[src/rtl/muldiv_sequencer_pkg.sv]
// Shared definitions for the multiply/divide sequencer and the control unit.
// Holds ALUOP encodings, the FSM state enum and the iteration count.
// Helper functions classify opcodes by kind and operand signedness.
package muldiv_sequencer_pkg;

    localparam logic [4:0] ALUOP_MUL    = 5'b01011;
    localparam logic [4:0] ALUOP_MULH   = 5'b01100;
    localparam logic [4:0] ALUOP_MULHSU = 5'b01101;
    localparam logic [4:0] ALUOP_MULHU  = 5'b01110;
    localparam logic [4:0] ALUOP_DIV    = 5'b01111;
    localparam logic [4:0] ALUOP_DIVU   = 5'b10000;
    localparam logic [4:0] ALUOP_REM    = 5'b10001;
    localparam logic [4:0] ALUOP_REMU   = 5'b10010;

    // One datapath iteration per operand bit
    localparam int unsigned ITER_COUNT = 32;
    localparam int          CNT_W      = $clog2(ITER_COUNT);

    typedef enum logic [1:0] {
        ST_IDLE = 2'd0,
        ST_CALC = 2'd1,
        ST_FIX  = 2'd2,
        ST_DONE = 2'd3
    } state_e;

    // MDU codes occupy one contiguous range
    function automatic logic is_mdu_op(input logic [4:0] op);
        return (op >= ALUOP_MUL) && (op <= ALUOP_REMU);
    endfunction

    function automatic logic is_div_op(input logic [4:0] op);
        return (op >= ALUOP_DIV) && (op <= ALUOP_REMU);
    endfunction

    // rs1 is treated as signed for MULH, MULHSU, DIV and REM
    function automatic logic op1_signed(input logic [4:0] op);
        return (op == ALUOP_MULH) || (op == ALUOP_MULHSU) ||
               (op == ALUOP_DIV)  || (op == ALUOP_REM);
    endfunction

    // rs2 is treated as signed for MULH, DIV and REM
    function automatic logic op2_signed(input logic [4:0] op);
        return (op == ALUOP_MULH) || (op == ALUOP_DIV) || (op == ALUOP_REM);
    endfunction

endpackage

[src/rtl/muldiv_iter_core.sv]
// One iteration of unsigned shift-add multiply or restoring divide on magnitudes.
// Latency: purely combinational; the sequencer registers the outputs each cycle.
// Backpressure: none; the sequencer decides when an iteration is committed.
module muldiv_iter_core (
    input  logic        is_div_i,
    input  logic [31:0] hi_i,
    input  logic [31:0] lo_i,
    input  logic [31:0] b_i,
    output logic [31:0] hi_o,
    output logic [31:0] lo_o
);

    logic [32:0] sum;
    logic [32:0] rem_sh;
    logic        ge;
    logic [31:0] diff;

    // Multiply: {hi,lo} accumulates the product while lo shifts the multiplier out.
    // Divide: {hi,lo} shifts left, hi is the partial remainder, lo collects quotient bits.
    always_comb begin
        sum    = {1'b0, hi_i} + {1'b0, (lo_i[0] ? b_i : 32'd0)};
        rem_sh = {hi_i, lo_i[31]};
        ge     = (rem_sh >= {1'b0, b_i});
        // When ge holds the true difference is below b_i, so 32 bits are exact
        diff   = rem_sh[31:0] - b_i;
        if (is_div_i) begin
            hi_o = ge ? diff : rem_sh[31:0];
            lo_o = {lo_i[30:0], ge};
        end else begin
            hi_o = sum[32:1];
            lo_o = {sum[0], lo_i[31:1]};
        end
    end

endmodule

[src/rtl/muldiv_sequencer.sv]
// Sequences 32-bit RISC-V multiply/divide: latch, 32 bit-serial iterations, sign fix, result.
// Latency: fixed 34 cycles from the accepting edge to the VALID cycle, independent of operands.
// Backpressure: STALL freezes the front end from the issuing cycle until the result is ready.
module muldiv_sequencer
    import muldiv_sequencer_pkg::*;
(
    input  logic        CLK,
    input  logic        RESET_N,
    input  logic        START,
    input  logic [4:0]  ALUOP,
    input  logic [31:0] OPERAND1,
    input  logic [31:0] OPERAND2,
    input  logic        FLUSH,
    output logic [31:0] RESULT,
    output logic        VALID,
    output logic        BUSY,
    output logic        STALL
);

    state_e             state_q, state_d;
    logic [4:0]         op_q, op_d;
    logic [31:0]        a_q, a_d;
    logic [31:0]        b_q, b_d;
    logic [31:0]        bmag_q, bmag_d;
    logic [31:0]        hi_q, hi_d;
    logic [31:0]        lo_q, lo_d;
    logic [31:0]        result_q, result_d;
    logic [CNT_W-1:0]   cnt_q, cnt_d;

    logic               accept;
    logic               last_iter;
    logic               core_is_div;
    logic [31:0]        core_hi, core_lo;
    logic [31:0]        a_mag_in, b_mag_in;
    logic [31:0]        fix_result;

    // FLUSH wins over START; only MDU codes in IDLE are taken
    assign accept      = (state_q == ST_IDLE) && START && !FLUSH && is_mdu_op(ALUOP);
    assign last_iter   = (cnt_q == CNT_W'(ITER_COUNT - 1));
    assign core_is_div = is_div_op(op_q);
    assign RESULT      = result_q;

    muldiv_iter_core u_core (
        .is_div_i (core_is_div),
        .hi_i     (hi_q),
        .lo_i     (lo_q),
        .b_i      (bmag_q),
        .hi_o     (core_hi),
        .lo_o     (core_lo)
    );

    // State register
    always_ff @(posedge CLK or negedge RESET_N) begin
        if (!RESET_N) begin
            state_q <= ST_IDLE;
        end else begin
            state_q <= state_d;
        end
    end

    // Next-state: any FLUSH outside IDLE abandons the operation
    always_comb begin
        state_d = state_q;
        unique case (state_q)
            ST_IDLE: if (accept)         state_d = ST_CALC;
            ST_CALC: if (FLUSH)          state_d = ST_IDLE;
                     else if (last_iter) state_d = ST_FIX;
            ST_FIX:  if (FLUSH)          state_d = ST_IDLE;
                     else                state_d = ST_DONE;
            ST_DONE:                     state_d = ST_IDLE;
            default:                     state_d = ST_IDLE;
        endcase
    end

    // FSM outputs; the IDLE stall term holds the issuing instruction from its first cycle
    always_comb begin
        BUSY  = (state_q != ST_IDLE);
        STALL = (RESET_N && accept) || (state_q == ST_CALC) || (state_q == ST_FIX);
        VALID = (state_q == ST_DONE) && !FLUSH;
    end

    // Operand magnitudes for the unsigned iteration core
    always_comb begin
        a_mag_in = (op1_signed(ALUOP) && OPERAND1[31]) ? -OPERAND1 : OPERAND1;
        b_mag_in = (op2_signed(ALUOP) && OPERAND2[31]) ? -OPERAND2 : OPERAND2;
    end

    // Sign correction, result selection and the divide corner cases
    always_comb begin
        logic        a_neg, b_neg, div_zero, ovf;
        logic [63:0] prod, prod_s;
        logic [31:0] quot_s, rem_s;
        a_neg    = op1_signed(op_q) && a_q[31];
        b_neg    = op2_signed(op_q) && b_q[31];
        div_zero = (b_q == 32'd0);
        ovf      = op2_signed(op_q) && (a_q == 32'h8000_0000) && (b_q == 32'hFFFF_FFFF);
        prod     = {hi_q, lo_q};
        prod_s   = (a_neg ^ b_neg) ? -prod : prod;
        quot_s   = (a_neg ^ b_neg) ? -lo_q : lo_q;
        rem_s    = a_neg ? -hi_q : hi_q;
        fix_result = 32'd0;
        case (op_q)
            ALUOP_MUL:                             fix_result = prod_s[31:0];
            ALUOP_MULH, ALUOP_MULHSU, ALUOP_MULHU: fix_result = prod_s[63:32];
            ALUOP_DIV, ALUOP_DIVU:
                fix_result = div_zero ? 32'hFFFF_FFFF : (ovf ? 32'h8000_0000 : quot_s);
            ALUOP_REM, ALUOP_REMU:
                fix_result = div_zero ? a_q : (ovf ? 32'd0 : rem_s);
            default:                               fix_result = 32'd0;
        endcase
    end

    // Datapath next-state: latch on accept, iterate in CALC, publish leaving FIX
    always_comb begin
        op_d     = op_q;
        a_d      = a_q;
        b_d      = b_q;
        bmag_d   = bmag_q;
        hi_d     = hi_q;
        lo_d     = lo_q;
        cnt_d    = cnt_q;
        result_d = result_q;
        if (accept) begin
            op_d   = ALUOP;
            a_d    = OPERAND1;
            b_d    = OPERAND2;
            bmag_d = b_mag_in;
            hi_d   = 32'd0;
            lo_d   = a_mag_in;
            cnt_d  = '0;
        end else if (state_q == ST_CALC) begin
            hi_d  = core_hi;
            lo_d  = core_lo;
            cnt_d = cnt_q + CNT_W'(1);
        end
        if ((state_q == ST_FIX) && !FLUSH) begin
            result_d = fix_result;
        end
    end

    // Datapath registers
    always_ff @(posedge CLK or negedge RESET_N) begin
        if (!RESET_N) begin
            op_q     <= '0;
            a_q      <= '0;
            b_q      <= '0;
            bmag_q   <= '0;
            hi_q     <= '0;
            lo_q     <= '0;
            cnt_q    <= '0;
            result_q <= '0;
        end else begin
            op_q     <= op_d;
            a_q      <= a_d;
            b_q      <= b_d;
            bmag_q   <= bmag_d;
            hi_q     <= hi_d;
            lo_q     <= lo_d;
            cnt_q    <= cnt_d;
            result_q <= result_d;
        end
    end

endmodule

[config.mk]
export PLATFORM = sky130hd
export DESIGN_NAME = muldiv_sequencer
export DESIGN_NICKNAME = d
export VERILOG_FILES = /design/src/rtl/muldiv_sequencer_pkg.sv /design/src/rtl/muldiv_iter_core.sv /design/src/rtl/muldiv_sequencer.sv
export SDC_FILE = /design/constraint.sdc
export NUM_CORES = 1
export LEC_CHECK = 0
export BUFFER_PORTS_ARGS = -buffer_cell sky130_fd_sc_hd__buf_2
export CORE_MARGIN = 2
export CORE_UTILIZATION = 53
export DETAILED_ROUTE_END_ITERATION = 10
export MAX_ROUTING_LAYER = met4
export PLACE_DENSITY = 0.74
export SYNTH_ARGS = -nofsm -noshare
export SYNTH_HDL_FRONTEND = slang
export SYNTH_SLANG_ARGS = --single-unit
[constraint.sdc]
create_clock -name CLK -period 3.7 [get_ports CLK]
set_input_delay 0.555 -clock CLK [delete_from_list [all_inputs] [get_ports CLK]]
set_output_delay 0.555 -clock CLK [all_outputs]
set_load 0.005 [all_outputs]
==> flow_summary.yaml <==
run_status:
  outcome: "finished, final reports clean"
layout:
  nets: 2354
  layout-drive-gt1-share_pct: 12.2
  utilization_pct: 60.7
  layout.cells.most_common_list: "412 x nand2_1, 203 x dfrtp_1, 159 x nor2_1"
  final_common_cell: "nand2_1"
  area_growth_pct: 13.1
sta:
  fmax_mhz: 284
  hold_viol: 0
  fin_setup_tns_ns: 0
  slew-limit-headroom_pct: 22.0
  finalCritPeriodShare_pct: 95.0
  timing.final.crit_period_ns: 3.52
  drv_slew: 0
  worst_pin_slew_ns: 1.16
  fin_worst_skew_ns: 0.0142
  grt_setup_unrepaired: "no"
  setup_viol_count_final: 0
die:
  design.die.area_um2: 32200
  boundaryPins: 108
  die_h_um: 180
  die_width_um: 180
  rows: 64
  core_area_um2: 30400
  start_util_pct: 53.7
critical_path:
  max_stage_delay_ns: 0.47
  arrival_ns: 3.97
  cpMaxStageDelayCell: "o41ai_4"
  critPathKind: "register to register"
  path_cells: "inv_1 -> ha_1 -> nand2_1 -> nor4_1 -> o31ai_1 -> a211oi_1 -> nor4b_1 -> buf_4 -> o41ai_4 -> a31o_1 -> buf_6 -> mux2_1 -> o221ai_1"
  critPathLaunchType: "register"
  crit_path_end_kind: "register"
  cp.required_ns: 4.15
  cp_max_fo: 17
synth:
  ys_ff_latch: 203
  synth_top_area_share_pct: 31.1
  netlist_area_um2: 16300
  synth_area_leaders: "dfrtp_1 31%, nand2_1 9.5%, xor2_1 6.2%"
  syn_area_per_cell_um2: 7.70
  synthCells: 2119
  synth-seq-area-share_pct: 31.1
  async_flop_share_pct: 100
  syn_nets: 2264
  synth_cell_types: 76
  yosys_warnings: 0
  yosys.area.top_type: "dfrtp_1"
  synth_edf_count: 0
  ys.flop_type: "dfrtp_1"
global_routing:
  globalRouteOverflowTotal: 0
  grt_use_met2_pct: 50.9
  grt_use_met1_pct: 50.3
  grt_max_degree: 140
  antenna_found_initial: 1
  grt_pass1_wl_mm: 89.7
  gr-usage-all-layers_pct: 35.8
  grt_use_met3_pct: 8.00
  busiest_layer: "met2"
  grt_pass1_vias: 15763
flow_run:
  maxCapViolations: 0
detailed_routing:
  wl_per_cell_um: 21.8
  drc_errors: 0
  via_count: 16715
  viasPerCell: 6.37
  postRouteAntennaNets: 0
  drtPass1Iterations: 6
  first_iter_violations: 1897
  wl_mm: 57.2
clock_tree:
  clkSinkCount: 203
  htree_levels: 1
  hold_buffers: 0
  cts_buffer_depth: 3
  post-cts-setup-buffers: 0
  clk_pin_slew_ns: 0.06
  cts_resized: 0
  clk_latency_ns: 0.56
  cts_tree: "built"
  root_buffer: "clkbuf_16"
  numCtsBuffers: 24
place:
  hpwl_mm: 43.1
  io_buffers: 107
  place_congestion: 0.989
worst_hold_path:
  hp-class: "primary input to async pin"
pwr:
  irDropWorstVdd_uv: 411
  p_leak_nw: 8.17
  power.density_nw_per_um2: 803
worst max-delay path: cells and delay by family, from the launching register on:
| kind | cells | cell delay, ns |
|---|---|---|
| compound gates | 5 | 1.29 |
| mux | 1 | 0.35 |
| simple gates | 3 | 0.53 |
| flops | 1 | 0.35 |
| buf+inv | 3 | 0.48 |
| fa+ha+maj | 1 | 0.39 |
final timing paths:
kind,start,endpoint,slack (ns),cells past startpoint
worst max-delay path,bmag_q[7],hi_q[0],0.18,13
worst min-delay path,RESET_N,b_q[17],0.003,1
worst max register to register,bmag_q[7],hi_q[0],0.18,13
worst min register to register,bmag_q[13],bmag_q[13],0.48,2
max in group asynchronous,RESET_N,RESULT[18],2.53,2
min in group CLK,FLUSH,state_q[1],0.21,2
synth_stat cells, types with 5 or more instances:
library cell,number
nand2_1,412
o21ai_1,71
mux2i_1,20
and2_1,10
a22oi_1,39
o41ai_1,7
o221ai_1,31
nand4_1,24
a31oi_1,19
nor2_1,162
a21o_1,20
o21bai_1,10
a21oi_1,149
buf_1,14
a221oi_1,13
a311o_1,22
ha_1,70
o31ai_1,35
xnor2_1,93
or3_1,18
nand2b_1,16
or4_1,12
a211oi_1,16
inv_1,69
nand3_1,28
clkbuf_1,116
o21ai_0,119
a21boi_0,7
nor2b_1,12
nor4_1,31
dfrtp_1,203
nor3_1,30
o211ai_1,15
xor2_1,115
o22ai_1,5
a221o_1,6
where the power goes:
part | leakage [nW] | internal [mW] | switching, mW | total, mW
sequential | 2.58 | 2.88 | 0.957 | 3.83
combinational | 5.19 | 3.34 | 5.17 | 8.52
clock | 0.407 | 1.45 | 1.03 | 2.48
state kept, by name (all words and copies together) (netlist names):
name	count
RESULT	32
a_q	32
b_q	32
bmag_q	31
cnt_q	5
hi_q	32
lo_q	32
op_q	5
state_q	2
metrics by stage:
step | power (mW) | hold slack, ns | cells | cell area (µm²) | worst slack [ns]
floorplan | 9.34 | 0.259 | 2119 | 16300 | 0.402
global placement | 11.8 | 0.463 | 2579 | 17600 | 0.157
detailed placement | 12.0 | 0.471 | 2579 | 17600 | 0.107
CTS | 14.5 | 0.00865 | 2623 | 18400 | 0.0520
global route | 15.8 | 0.0342 | 2624 | 18500 | 0.000342
finish | 14.8 | 0.00259 | 2624 | 18500 | 0.184
cells by family after synthesis:
group           count (synthesis)  share of synthesized area [%]
buf+inv                       204                           4.76
mux                            22                           1.36
flops                         203                           31.1
xor+xnor                      208                           11.2
compound gates                621                           24.5
fa+ha+maj                      72                           5.61
simple gates                  789                           21.5
final cells by class:
cell class                      count  area (µm²)
Tap cell                          396         495
Multi-Input combinational cell   1712       10500
Clock buffer                       29         639
Timing Repair Buffer              198        1270
Sequential cell                   203        5080
Inverter                           70         263
Antenna cell                        1        2.50
Fill cell                        2806       12000
Clock inverter                     15         178
layer usage:
layer | part of all wire [%] | vias up
li1 | - | 7724
met1 | 43 | 7990
met2 | 42 | 868
met3 | 11 | 133
met4 | 3.9 | 0
met5 | 0 | -
Power figures use the tool's default switching activity.
